**src/rtl/bsg_fifo_1r1w_small.sv**
```systemverilog
// Small 1-read/1-write FIFO with valid/ready input and valid/yumi output.
// Written data becomes visible at the head no earlier than the next cycle.
module bsg_fifo_1r1w_small #(
  parameter int unsigned width_p = 8,
  parameter int unsigned els_p   = 4
) (
  input  logic               clk_i,
  input  logic               reset_i,
  input  logic               v_i,
  output logic               ready_o,
  input  logic [width_p-1:0] data_i,
  output logic               v_o,
  output logic [width_p-1:0] data_o,
  input  logic               yumi_i
);

  localparam int unsigned ptr_w = (els_p > 1) ? $clog2(els_p) : 1;
  localparam int unsigned cnt_w = $clog2(els_p + 1);

  logic [width_p-1:0] mem_q [els_p];
  logic [ptr_w-1:0]   wr_ptr_q, wr_ptr_d;
  logic [ptr_w-1:0]   rd_ptr_q, rd_ptr_d;
  logic [cnt_w-1:0]   count_q, count_d;
  logic               push, pop;

  // Ready ignores a same-cycle pop so a full buffer never accepts.
  assign ready_o = (count_q != cnt_w'(els_p));
  assign v_o     = (count_q != '0);
  assign data_o  = mem_q[rd_ptr_q];
  assign push    = v_i & ready_o;
  assign pop     = yumi_i & v_o;

  always_comb begin
    wr_ptr_d = wr_ptr_q;
    rd_ptr_d = rd_ptr_q;
    count_d  = count_q + cnt_w'(push) - cnt_w'(pop);
    if (push) wr_ptr_d = (wr_ptr_q == ptr_w'(els_p - 1)) ? '0 : wr_ptr_q + 1'b1;
    if (pop)  rd_ptr_d = (rd_ptr_q == ptr_w'(els_p - 1)) ? '0 : rd_ptr_q + 1'b1;
  end

  always_ff @(posedge clk_i or negedge reset_i) begin
    if (!reset_i) begin
      wr_ptr_q <= '0;
      rd_ptr_q <= '0;
      count_q  <= '0;
    end else begin
      wr_ptr_q <= wr_ptr_d;
      rd_ptr_q <= rd_ptr_d;
      count_q  <= count_d;
    end
  end

  always_ff @(posedge clk_i) begin
    if (push) mem_q[wr_ptr_q] <= data_i;
  end

endmodule

```
**config.mk**
```make
export PLATFORM = sky130hd
export DESIGN_NAME = bsg_fifo_1r1w_small
export DESIGN_NICKNAME = d
export VERILOG_FILES = /design/src/rtl/bsg_fifo_1r1w_small.sv
export SDC_FILE = /design/constraint.sdc
export NUM_CORES = 1
export LEC_CHECK = 0
export CAP_MARGIN = 30
export CORE_MARGIN = 2
export CORE_UTILIZATION = 53
export DETAILED_ROUTE_END_ITERATION = 12
export PLACE_DENSITY = 0.83
export REMOVE_ABC_BUFFERS = 1
export SYNTH_ARGS = -nofsm -noshare
export SYNTH_HDL_FRONTEND = slang
export SYNTH_SLANG_ARGS = --single-unit
```
**constraint.sdc**
```tcl
create_clock -name clk_i -period 2.5 [get_ports clk_i]
set_input_delay 0.375 -clock clk_i [delete_from_list [all_inputs] [get_ports clk_i]]
set_output_delay 0.375 -clock clk_i [all_outputs]
set_load 0.03 [all_outputs]
```
Word-level counts from Yosys, hierarchy flattened --
Memories as Yosys holds them, arrays and structs flattened. Index checks and enable logic that the tools add are counted.
Operators by class: $add $sub $neg 4, equality and inequality tests 3, mux-type cells 4, bitwise gates (word level) 2, reductions and logical operators 1
Operator list (number):
- adder 2 x 1 -> 2 bit, second input constant | 2
- equality test 2 bit, second input constant | 2
- 2-to-1 mux 2 bit | 2
- adder 3 x 1 -> 3 bit | 1
- != test 3 bit, second input constant | 1
- nonzero test 3 bit | 1
- subtractor 3 x 1 -> 3 bit | 1
- AND 1 bit | 2
- 2-to-1 mux 1 bit | 2
Word-level totals: register bits 7, RAM bits 32, bits of input ports 12, output and inout port bits 10, word-level logic and storage cells 18, memories kept 1
Memory list:
- mem_q | depth 4, width 8, read ports 1, clocked after Yosys merged registers in 0, wr ports 1, RTL line 20 | logic [width_p-1:0] mem_q [els_p];

Depth between registers and ports, before layout --
Gate-level depths: netlist of the first run.
word-level depth 4, mapped depth 9, depth with buffers taken out 9

Worst setup path before layout of the first run --
OpenSTA, ideal clock, no wires.
path type reg-to-reg, start point register count_q[1], end point register count_q[2], setup time 0.126 ns, arrival time 1.943 ns, data required time 2.374 ns, setup slack 0.431 ns, cell stages (with the launch flop) 10, path buffers 0, period minus slack after synthesis 2.069 ns, path through dfrtp_1 o31ai_2 inv_1 ha_1 inv_1 ha_1 inv_1 fa_1 xnor2_1 xnor2_1
On the way: elaborated cells between the ends (all ways) 6, classes of those cells 2 x add/sub; 1 x eq/ne; 2 x bitwise; 1 x reduce/logical
RTL lines:
- start: declaration | RTL line 23 | logic [cnt_w-1:0] count_q, count_d;
- start signal: assignment | RTL line 49 | count_q <= count_d;
- nonzero test 3 bit | RTL line 28 | assign v_o = (count_q != '0);
- AND 1 bit | RTL line 31 | assign pop = yumi_i & v_o;
- net pop | RTL line 24 | logic push, pop;
- subtractor 3 x 1 -> 3 bit | RTL line 36 | count_d = count_q + cnt_w'(push) - cnt_w'(pop);
- net count_d[2] | RTL line 23
The timed path passes the listed nets, and every way through them passes these cells. A chain may end at the register's enable or synchronous reset.

Final worst setup path of the first run --
start point register rd_ptr_q[0], end point output port data_o[1]
On the way: word-level cells in the longest chain between the ends 1
RTL lines:
- start: declaration | RTL line 22 | logic [ptr_w-1:0] rd_ptr_q, rd_ptr_d;
- start signal: assignment | RTL line 48 | rd_ptr_q <= rd_ptr_d;
- memory read (4 x 8 bit)
- end: declaration | RTL line 13 | output logic [width_p-1:0] data_o,
Every way passes these cells.

==> flow_summary.yaml, run 1 <==
run:
  cap_viol_max_count: 0
timing:
  max_freq_ghz: 0.416
  setup_viol: 0
  rsz0062_at_grt: "false"
  worstMarginPinSlew_ps: 448
  clock_skew_ps: 14.0
  final.setup.tns_ps: 0
  finalCritPeriodShare_pct: 96.2
  hold_viol_final: 0
  relSlewSlack_pct: 70.1
  drv_slew: 0
  finalCriticalPeriod_ps: 2410
finish:
  drive_above_1_share_pct: 18.6
  fill_cells: 213
  antenna_cells: 0
  final_util_pct: 65.8
  nNetsFinal: 132
  syn_to_final_growth_pct: 19.8
detailed_routing:
  dr.pass1.iters: 5
  num_vias: 820
  drc_errors: 0
  route.detailed.vias_per_inst: 5.62
  wirelength_um: 2520
  routedWlPerCell_um: 17.3
  drtAntennaViolNets: 0
  drtIter0Drc: 28
setup_path:
  cp.arrival_ps: 2030
  crit_path_end_kind: "output port"
  worstSetupPathType: "reg2out"
  r2r_cells: 9
  r2r-end: "count_q[2]"
  crit_path_max_fanout: 11
  reg2reg_slack_ps: 250
  reg2reg_from: "count_q[1]"
  worstSetupStartpointType: "flip-flop"
  worst-endpoint-required_ps: 2120
synthesis:
  synth-seq-cells: 39
  synth_top_area_share_pct: 58.3
  seq_area_frac_synth_pct: 68.9
  synthDistinctLibCells: 20
  yosysWarnings: 0
  syn_avg_cell_area_um2: 19.4
  synthesis.area_um2: 1650
  synth.largest_area_cell: "edfxtp_1"
  netlist_top_cells_area: "edfxtp_1 (58%), mux4_2 (11%), dfrtp_1 (11%)"
  synthCells: 85
floorplan:
  row_count: 20
  fp.coreArea_um2: 3000
  die_area_um2: 3570
  ios: 22
  die_y_um: 59.8
  die_x_um: 59.8
  initial_core_util_pct: 54.9
cts:
  cts_sinks: 39
  cts-root-buf: "clkbuf_4"
  cts.reportedPaths.clkPinSlew_ps: 110
  cts_buffer_depth: 2
  clk-insertion-delay-late_ps: 340
  ctsHtreeMaxLevel: 2
  cts_tree: "built"
  cts_buffers: 5
placed_design:
  dp_hpwl_um: 1780
  place.gp.congestion: 0.717
  io_buffers: 21
grt:
  antenna_found_initial: 0
  grt_pass1_wl_um: 3880
  grt_usage_pct: 16.0
  overflow: 0
  grt_pass1_vias: 797
  grt_max_degree: 13
power:
  leakage_nw: 0.714
  power_density_nw_per_um2: 1200
  max-vdd-ir-drop_uv: 567
status:
  outcome: "finished clean"
worst_hold_path:
  hold_class: "in2async"
flip-flops by register name, summed over array words and instances (netlist names):
name      flops
mem_q        32
wr_ptr_q      2
rd_ptr_q      2
count_q       3
worst max path at each step:
stage                           start  cells past startpoint          to
final                     rd_ptr_q[0]                      2   data_o[1]
after global routing      rd_ptr_q[0]                      2   data_o[1]
after CTS                 rd_ptr_q[0]                      2   data_o[1]
after detailed placement       yumi_i                     10  count_q[2]
after global placement    rd_ptr_q[0]                      2   data_o[1]
after floorplan            count_q[1]                      9  count_q[2]
timing repair:
item	4_1_cts	5_1_grt
setup buffers	0	0
hold buffers	0	0
endpoints found under the setup margin	8	8
resized for setup	1	1
power breakdown:
group          internal, mW  switching, mW  leakage [nW]
Clock                 0.212          0.190        0.0395
Sequential            0.884          0.179         0.375
Combinational         0.473          0.440         0.299
Total                  1.57          0.808         0.714
metal layers:
layer | track usage, % | wire length [um]
met3 | 4.55 | 109
met1 | 21.0 | 1060
met2 | 24.5 | 1310
met4 | 7.62 | 44
met5 | 0 | 0
stage by stage:
| stage | instance area, um2 | hold slack (ps) | power, mW | instances | setup WS, ps |
|---|---|---|---|---|---|
| after detailed placement | 1900 | 590 | 2.00 | 138 | 193 |
| after floorplan | 1640 | 79.4 | 1.66 | 83 | 431 |
| after global placement | 1900 | 575 | 1.96 | 138 | 226 |
| final | 1970 | 279 | 2.38 | 146 | 94.6 |
| after CTS | 1970 | 283 | 2.40 | 146 | 25.0 |
| after global routing | 1970 | 300 | 2.51 | 146 | 14.6 |
layout make-up:
type | count | area (um2) | area share (%)
flip-flops and latches | 39 | 1140 | 57.7
multi-input cells | 37 | 474 | 24.0
repair buffers | 22 | 218 | 11.0
clock buffers | 7 | 45.0 | 2.28
well taps | 33 | 41.3 | 2.09
clock inverters | 1 | 30.0 | 1.52
inverters | 7 | 26.3 | 1.33
cells in the final DEF, fill, tap and decap left out, types with 2 or more instances in the layout:
cell and count:
nand2b_1 3, ha_1 7, clkbuf_1 2, edfxtp_1 32, clkdlybuf4s50_1 21, xnor2_1 2, and3b_1 4, nand4bb_1 2
mux2_2 2, inv_1 7, dfrtp_1 6, o211ai_1 2, clkbuf_4 5, mux4_2 8
critical path: stages, from the launching register on:
cell and delay [ps]:
dfrtp_4 560, mux4_2 520, clkdlybuf4s50_1 610
Yosys cell counts:
cell       count
nand2_1        1
fa_1           1
o31ai_2        1
nor3b_4        1
nand2b_1       3
buf_4          1
nand4bb_1      2
nor2_1         1
or3_2          1
and3b_1        4
inv_1          7
or3b_1         1
clkbuf_1       1
mux2_2         2
mux4_2         8
o211ai_1       2
dfrtp_1        7
ha_1           7
edfxtp_1      32
xnor2_1        2
kinds of logic (layout without fill, tap and decap cells):
family | count (synthesis) | in the layout | synth area share (%)
AND/OR/NAND/NOR | 14 | 14 | 7.21
adder cells (fa/ha/maj) | 8 | 8 | 6.53
AO/OA/AOI/OAI | 3 | 3 | 1.67
multiplexers | 10 | 10 | 12.3
XOR/XNOR | 2 | 2 | 1.06
flip-flops | 39 | 39 | 68.9
buffers and inverters | 9 | 37 | 2.28
No activity file was read; power rests on OpenSTA's default activity.
==> run 2, diff against run 1 <==
--- a/config.mk
+++ b/config.mk
@@ -5,9 +5,13 @@
 export SDC_FILE = /design/constraint.sdc
 export NUM_CORES = 1
 export LEC_CHECK = 0
+export ABC_AREA = 1
 export CAP_MARGIN = 30
+export CELL_PAD_IN_SITES_DETAIL_PLACEMENT = 1
+export CELL_PAD_IN_SITES_GLOBAL_PLACEMENT = 1
+export CORE_ASPECT_RATIO = 1.25
 export CORE_MARGIN = 2
-export CORE_UTILIZATION = 53
+export CORE_UTILIZATION = 43
 export DETAILED_ROUTE_END_ITERATION = 12
 export PLACE_DENSITY = 0.83
 export REMOVE_ABC_BUFFERS = 1
==> flow_summary.yaml, run 2 <==
finish:
  nNetsFinal: 198
  final_util_pct: 52.9
  antenna_cells: 0
  top_register: "mem_q"
  largest_reg_flops: 32
  final_cell_mix: "nand2_1 (35), edfxtp_1 (32), inv_1 (29), clkdlybuf4s50_1 (21), o211ai_1 (16)"
  instances_no_fill: 235
  top_regs: "mem_q: 32 flops, count_q: 3 flops"
  syn_to_final_growth_pct: 19.8
  layout_commonest_cell: "nand2_1"
  drive_above_1_share_pct: 9.50
cts:
  cts_buffers: 5
  cts_tree: "built"
  cts_resized: 0
  cts-root-buf: "clkbuf_8"
  clk-insertion-delay-late_ps: 280
  cts_buffer_depth: 2
  post_cts_buffers: 0
  hold_buffers: 0
  cts.reportedPaths.clkPinSlew_ps: 70
  cts_sinks: 39
  ctsHtreeMaxLevel: 2
floorplan:
  die_y_um: 75.7
  die_x_um: 61.3
  row_count: 26
  initial_core_util_pct: 44.2
  fp.coreArea_um2: 4000
  ios: 22
  die_area_um2: 4640
worst_hold_path:
  hold_class: "in2async"
synthesis:
  async_flop_share_pct: 17.9
  synth-seq-cells: 39
  synth-compound-area-share_pct: 6.80
  synthesis.area_um2: 1770
  synthCells: 149
  synth_top_family_by_area: "simple AND/OR/NAND/NOR gates"
  synth.largest_area_cell: "edfxtp_1"
  synth_common_cells: "nand2_1 (35), edfxtp_1 (32), inv_1 (29)"
  netlist_top_cells_area: "edfxtp_1 (54%), dfrtp_1 (9.9%), nand2_1 (7.4%)"
  synthDistinctLibCells: 15
  synth.mux.area_fraction_pct: 0
  yosysWarnings: 0
  synth_top_area_share_pct: 54.4
  synthXorXnorAreaFrac_pct: 0.992
  synth_ff_type: "edfxtp_1"
  syn_avg_cell_area_um2: 11.9
  synthAdderAreaFrac_pct: 6.09
  synth-simple-area-share_pct: 12.5
  seq_area_frac_synth_pct: 64.3
  synth_edf_count: 32
  synth.most_common_cell: "nand2_1"
detailed_routing:
  top_layer: "met4"
  dr.pass1.iters: 5
  wirelength_um: 3370
  drtAntennaViolNets: 0
  drt-met1-wl_um: 1240
  dr_wl_met2_um: 1950
  wl_met3_um: 94
  num_vias: 1119
  drtIter0Drc: 50
  drc_errors: 0
  route.detailed.vias_per_inst: 4.76
  routedWlPerCell_um: 14.3
setup_path:
  worstSetupStartpointType: "flip-flop"
  cp_slowest_cell: "clkdlybuf4s50_1"
  slowest_delay_ps: 670
  worst-endpoint-required_ps: 2120
  crit_family: "buffers and inverters"
  cp.arrival_ps: 1930
  worst-path-buf-inv: 2
  cp_cell_sequence: "buf_4, o211ai_1, nand2_1, clkdlybuf4s50_1"
  crit_path_max_fanout: 32
  worstSetupPathType: "reg2out"
  crit_path_end_kind: "output port"
grt:
  antenna_found_initial: 0
  grt_pass1_vias: 1243
  overflow: 0
  grt_pass1_wl_um: 5450
  grt_max_degree: 33
  grt_usage_pct: 16.9
timing:
  drv_slew: 0
  hold_viol_final: 0
  rsz0062_at_grt: "false"
  clock_skew_ps: 4.41
  final.setup.tns_ps: 0
  setup_viol: 0
  finalCriticalPeriod_ps: 2310
  worstMarginPinSlew_ps: 350
  relSlewSlack_pct: 76.6
  max_freq_ghz: 0.434
  finalCritPeriodShare_pct: 92.2
  whs_ps: 357
placed_design:
  dp_cells: 227
  dp_hpwl_um: 2460
  io_buffers: 21
  place.gp.congestion: 0.772
power:
  leakage_nw: 0.893
  p_total_mw: 2.55
  max-vdd-ir-drop_uv: 656
  power_density_nw_per_um2: 1210
run:
  cap_viol_max_count: 0
status:
  outcome: "finished clean"
-- run 2: cell count changes in the layout (fill, tap and decap cells not counted), sizes merged, moves of 2 or more --
cell     previous run  this run
mux4                8         0
nor2                1         7
inv                 7        29
nand3               0         4
and3b               4         0
o211ai              2        16
mux2                2         0
nand4bb             2         0
nand2               1        39
nand2b              3         0
buf                 1         6
-- run 2: final cells by class --
cell class	instances	area, um2
inverters	29	109
repair buffers	27	255
flip-flops and latches	39	1140
fillers	437	1880
multi-input cells	76	465
clock inverters	1	5.00
well taps	56	70.1
clock buffers	7	76.3
-- run 2: logic make-up after synthesis --
logic type,Yosys count
adder cells (fa/ha/maj),8
AND/OR/NAND/NOR,50
flip-flops,39
buffers and inverters,34
XOR/XNOR,2
AO/OA/AOI/OAI,16
-- run 2: metal layers --
metal | vias up | track usage (%)
met5 | - | 0
met4 | 0 | 8.04
met3 | 10 | 4.07
met2 | 25 | 32.9
met1 | 539 | 16.2
li1 | 545 | -
-- run 2: worst paths after layout --
kind                        startpoint          end  slack (ps)  cells after the start
max                        rd_ptr_q[0]    data_o[4]         190                      4
min                            reset_i   count_q[0]         360                      1
max reg2reg                 count_q[1]   count_q[2]         490                     11
min reg2reg                wr_ptr_q[1]  wr_ptr_q[1]         540                      2
max in group asynchronous      reset_i  wr_ptr_q[1]        1890                      1
min in group clk_i         wr_ptr_q[1]  wr_ptr_q[1]         540                      2
-- run 2: where the power goes --
part	switching [mW]	internal, mW
Sequential	0.104	0.875
Clock	0.194	0.195
Combinational	0.723	0.460
Total	1.02	1.53
-- run 2: through the flow --
step	instance area (um2)	worst slack, ps
3_3_place_gp	2040	361
2_1_floorplan	1710	515
4_1_cts	2120	169
3_5_place_dp	2040	310
6_report	2120	194
5_1_grt	2120	96.1
-- run 2: worst register-to-register path, cell delays in order, from the launching register on --
cell and delay, ps:
dfrtp_1 480, nor2_4 180, nand2_2 100, nand2_2 100, inv_1 50, ha_1 260
inv_1 50, ha_1 130, inv_1 50, fa_1 370, nand2_1 90, nand2_1 50
==> run 3, diff against run 2 <==
--- a/config.mk
+++ b/config.mk
@@ -13,7 +13,7 @@
 export CORE_MARGIN = 2
 export CORE_UTILIZATION = 43
 export DETAILED_ROUTE_END_ITERATION = 12
-export PLACE_DENSITY = 0.83
+export PLACE_DENSITY = 0.75
 export REMOVE_ABC_BUFFERS = 1
 export SYNTH_ARGS = -nofsm -noshare
 export SYNTH_HDL_FRONTEND = slang
==> flow_summary.yaml, run 3 (synthesized netlist as in run 2, its figures left out) <==
status:
  outcome: "finished clean"
cts:
  cts_tree: "built"
  cts-root-buf: "clkbuf_8"
  cts_resized: 0
  cts.reportedPaths.clkPinSlew_ps: 70
  cts_sinks: 39
  ctsHtreeMaxLevel: 2
  cts_buffer_depth: 2
  clk-insertion-delay-late_ps: 290
  hold_buffers: 0
  post_cts_buffers: 0
  cts_buffers: 5
timing:
  setup_viol: 0
  hold_viol_final: 0
  whs_ps: 355
  rsz0062_at_grt: "false"
  finalCriticalPeriod_ps: 2250
  clock_skew_ps: 7.09
  finalCritPeriodShare_pct: 89.9
  final.setup.tns_ps: 0
  worstMarginPinSlew_ps: 360
  max_freq_ghz: 0.445
  relSlewSlack_pct: 76.0
  drv_slew: 0
finish:
  top_register: "mem_q"
  antenna_cells: 0
  largest_reg_flops: 32
  multi_input_area_um2: 465
  nNetsFinal: 199
  syn_to_final_growth_pct: 23.2
  drive_above_1_share_pct: 10.6
  fill_cells: 433
  stdcell_area_um2: 2180
  top_regs: "mem_q: 32 flops, count_q: 3 flops"
  seq_area_um2: 1140
  final_cell_mix: "nand2_1 (35), edfxtp_1 (32), inv_1 (29), clkdlybuf4s50_1 (21), o211ai_1 (16)"
  layout_commonest_cell: "nand2_1"
setup_path:
  cp_slowest_cell: "clkdlybuf4s50_1"
  r2r_cells: 12
  reg2reg_slack_ps: 430
  worstSetupPathType: "reg2out"
  crit_path_max_fanout: 8
  crit_start: "rd_ptr_q[1]"
  worst-endpoint-required_ps: 2120
  crit_path_end_kind: "output port"
  cp.arrival_ps: 1870
  worstSetupStartpointType: "flip-flop"
  cp_cell_sequence: "inv_1, o211ai_1, nand2_1, clkdlybuf4s50_1"
  r2r-end: "count_q[2]"
  reg2reg_from: "count_q[1]"
  slowest_delay_ps: 670
detailed_routing:
  route.detailed.vias_per_inst: 4.75
  drtIter0Drc: 27
  routedWlPerCell_um: 14.6
  drtAntennaViolNets: 0
  drc_errors: 0
  dr.pass1.iters: 3
  num_vias: 1122
  wirelength_um: 3440
power:
  power.switching_mw: 1.05
  max-vdd-ir-drop_uv: 579
  leakage_nw: 0.921
  p_comb_share_pct: 43.2
  power_density_nw_per_um2: 1280
  swShare_pct: 37.5
  power_frac_seq_pct: 34.9
  p_int_mw: 1.75
  clock_power_share_pct: 21.9
grt:
  antenna_found_initial: 0
  grt_usage_pct: 17.0
  use_met1_pct: 17.8
  busiest_layer: "met2"
  grt_pass1_vias: 1172
  use_met3_pct: 4.58
  grt_use_met2_pct: 32.0
  grt_max_degree: 21
  grt_pass1_wl_um: 5400
  overflow: 0
floorplan:
  ios: 22
  die_area_um2: 4640
  fp.coreArea_um2: 4000
  initial_core_util_pct: 44.2
  row_count: 26
  die_x_um: 61.3
  die_y_um: 75.7
placed_design:
  dp_hpwl_um: 2530
  io_buffers: 21
  place.gp.congestion: 0.687
  dpl_cell_area_um2: 2040
worst_hold_path:
  hold_class: "in2async"
run:
  cap_viol_max_count: 0
-- run 3: cell count changes in the layout (fill, tap and decap cells not counted) --
cell / change
buf_4: +1
bufinv_16: +2
clkbuf_1: -1
clkinv_2: -1
-- run 3: worst max path at each step --
stage                     slack [ps]          to
after floorplan                  510  count_q[1]
after global placement           370  count_q[1]
after detailed placement         270  count_q[2]
after CTS                        200   data_o[3]
after global routing             110   data_o[5]
final                            250   data_o[5]
-- run 3: metrics by stage --
step | std cells | worst slack [ps] | util, % | power (mW)
after global placement | 228 | 374 | 51.1 | 2.13
after floorplan | 144 | 515 | - | 1.71
final | 236 | 252 | 54.4 | 2.79
after detailed placement | 228 | 270 | 51.1 | 2.21
after global routing | 236 | 114 | 54.4 | 2.97
after CTS | 236 | 203 | 54.4 | 2.84
-- run 3: layer usage --
| layer | vias to the layer above | part of all wire (%) |
|---|---|---|
| li1 | 546 | - |
| met1 | 553 | 38 |
| met2 | 17 | 58 |
| met3 | 6 | 2.6 |
| met4 | 0 | 1.3 |
| met5 | - | 0 |
-- run 3: area by class of cell --
type                    count  share of cell area [%]
clock buffers               6                    3.34
clock inverters             2                    2.76
inverters                  29                    5.00
multi-input cells          76                    21.4
flip-flops and latches     39                    52.2
well taps                  56                    3.22
repair buffers             28                    12.1
-- run 3: worst max-delay path: cells and delay by family (launching register included) --
| family | cells | cell delay (ps) |
|---|---|---|
| AO/OA/AOI/OAI | 1 | 150 |
| buffers and inverters | 2 | 930 |
| flip-flops | 1 | 420 |
| AND/OR/NAND/NOR | 1 | 90 |
-- run 3: power groups by stage --
stage / Sequential, mW / Combinational [mW] / Clock, mW
2_1_floorplan: 1.03 / 0.684 / 0
3_3_place_gp: 0.977 / 1.16 / 0
3_5_place_dp: 0.991 / 1.22 / 0
4_1_cts: 0.978 / 1.24 / 0.621
5_1_grt: 0.994 / 1.34 / 0.644
6_report: 0.975 / 1.21 / 0.611
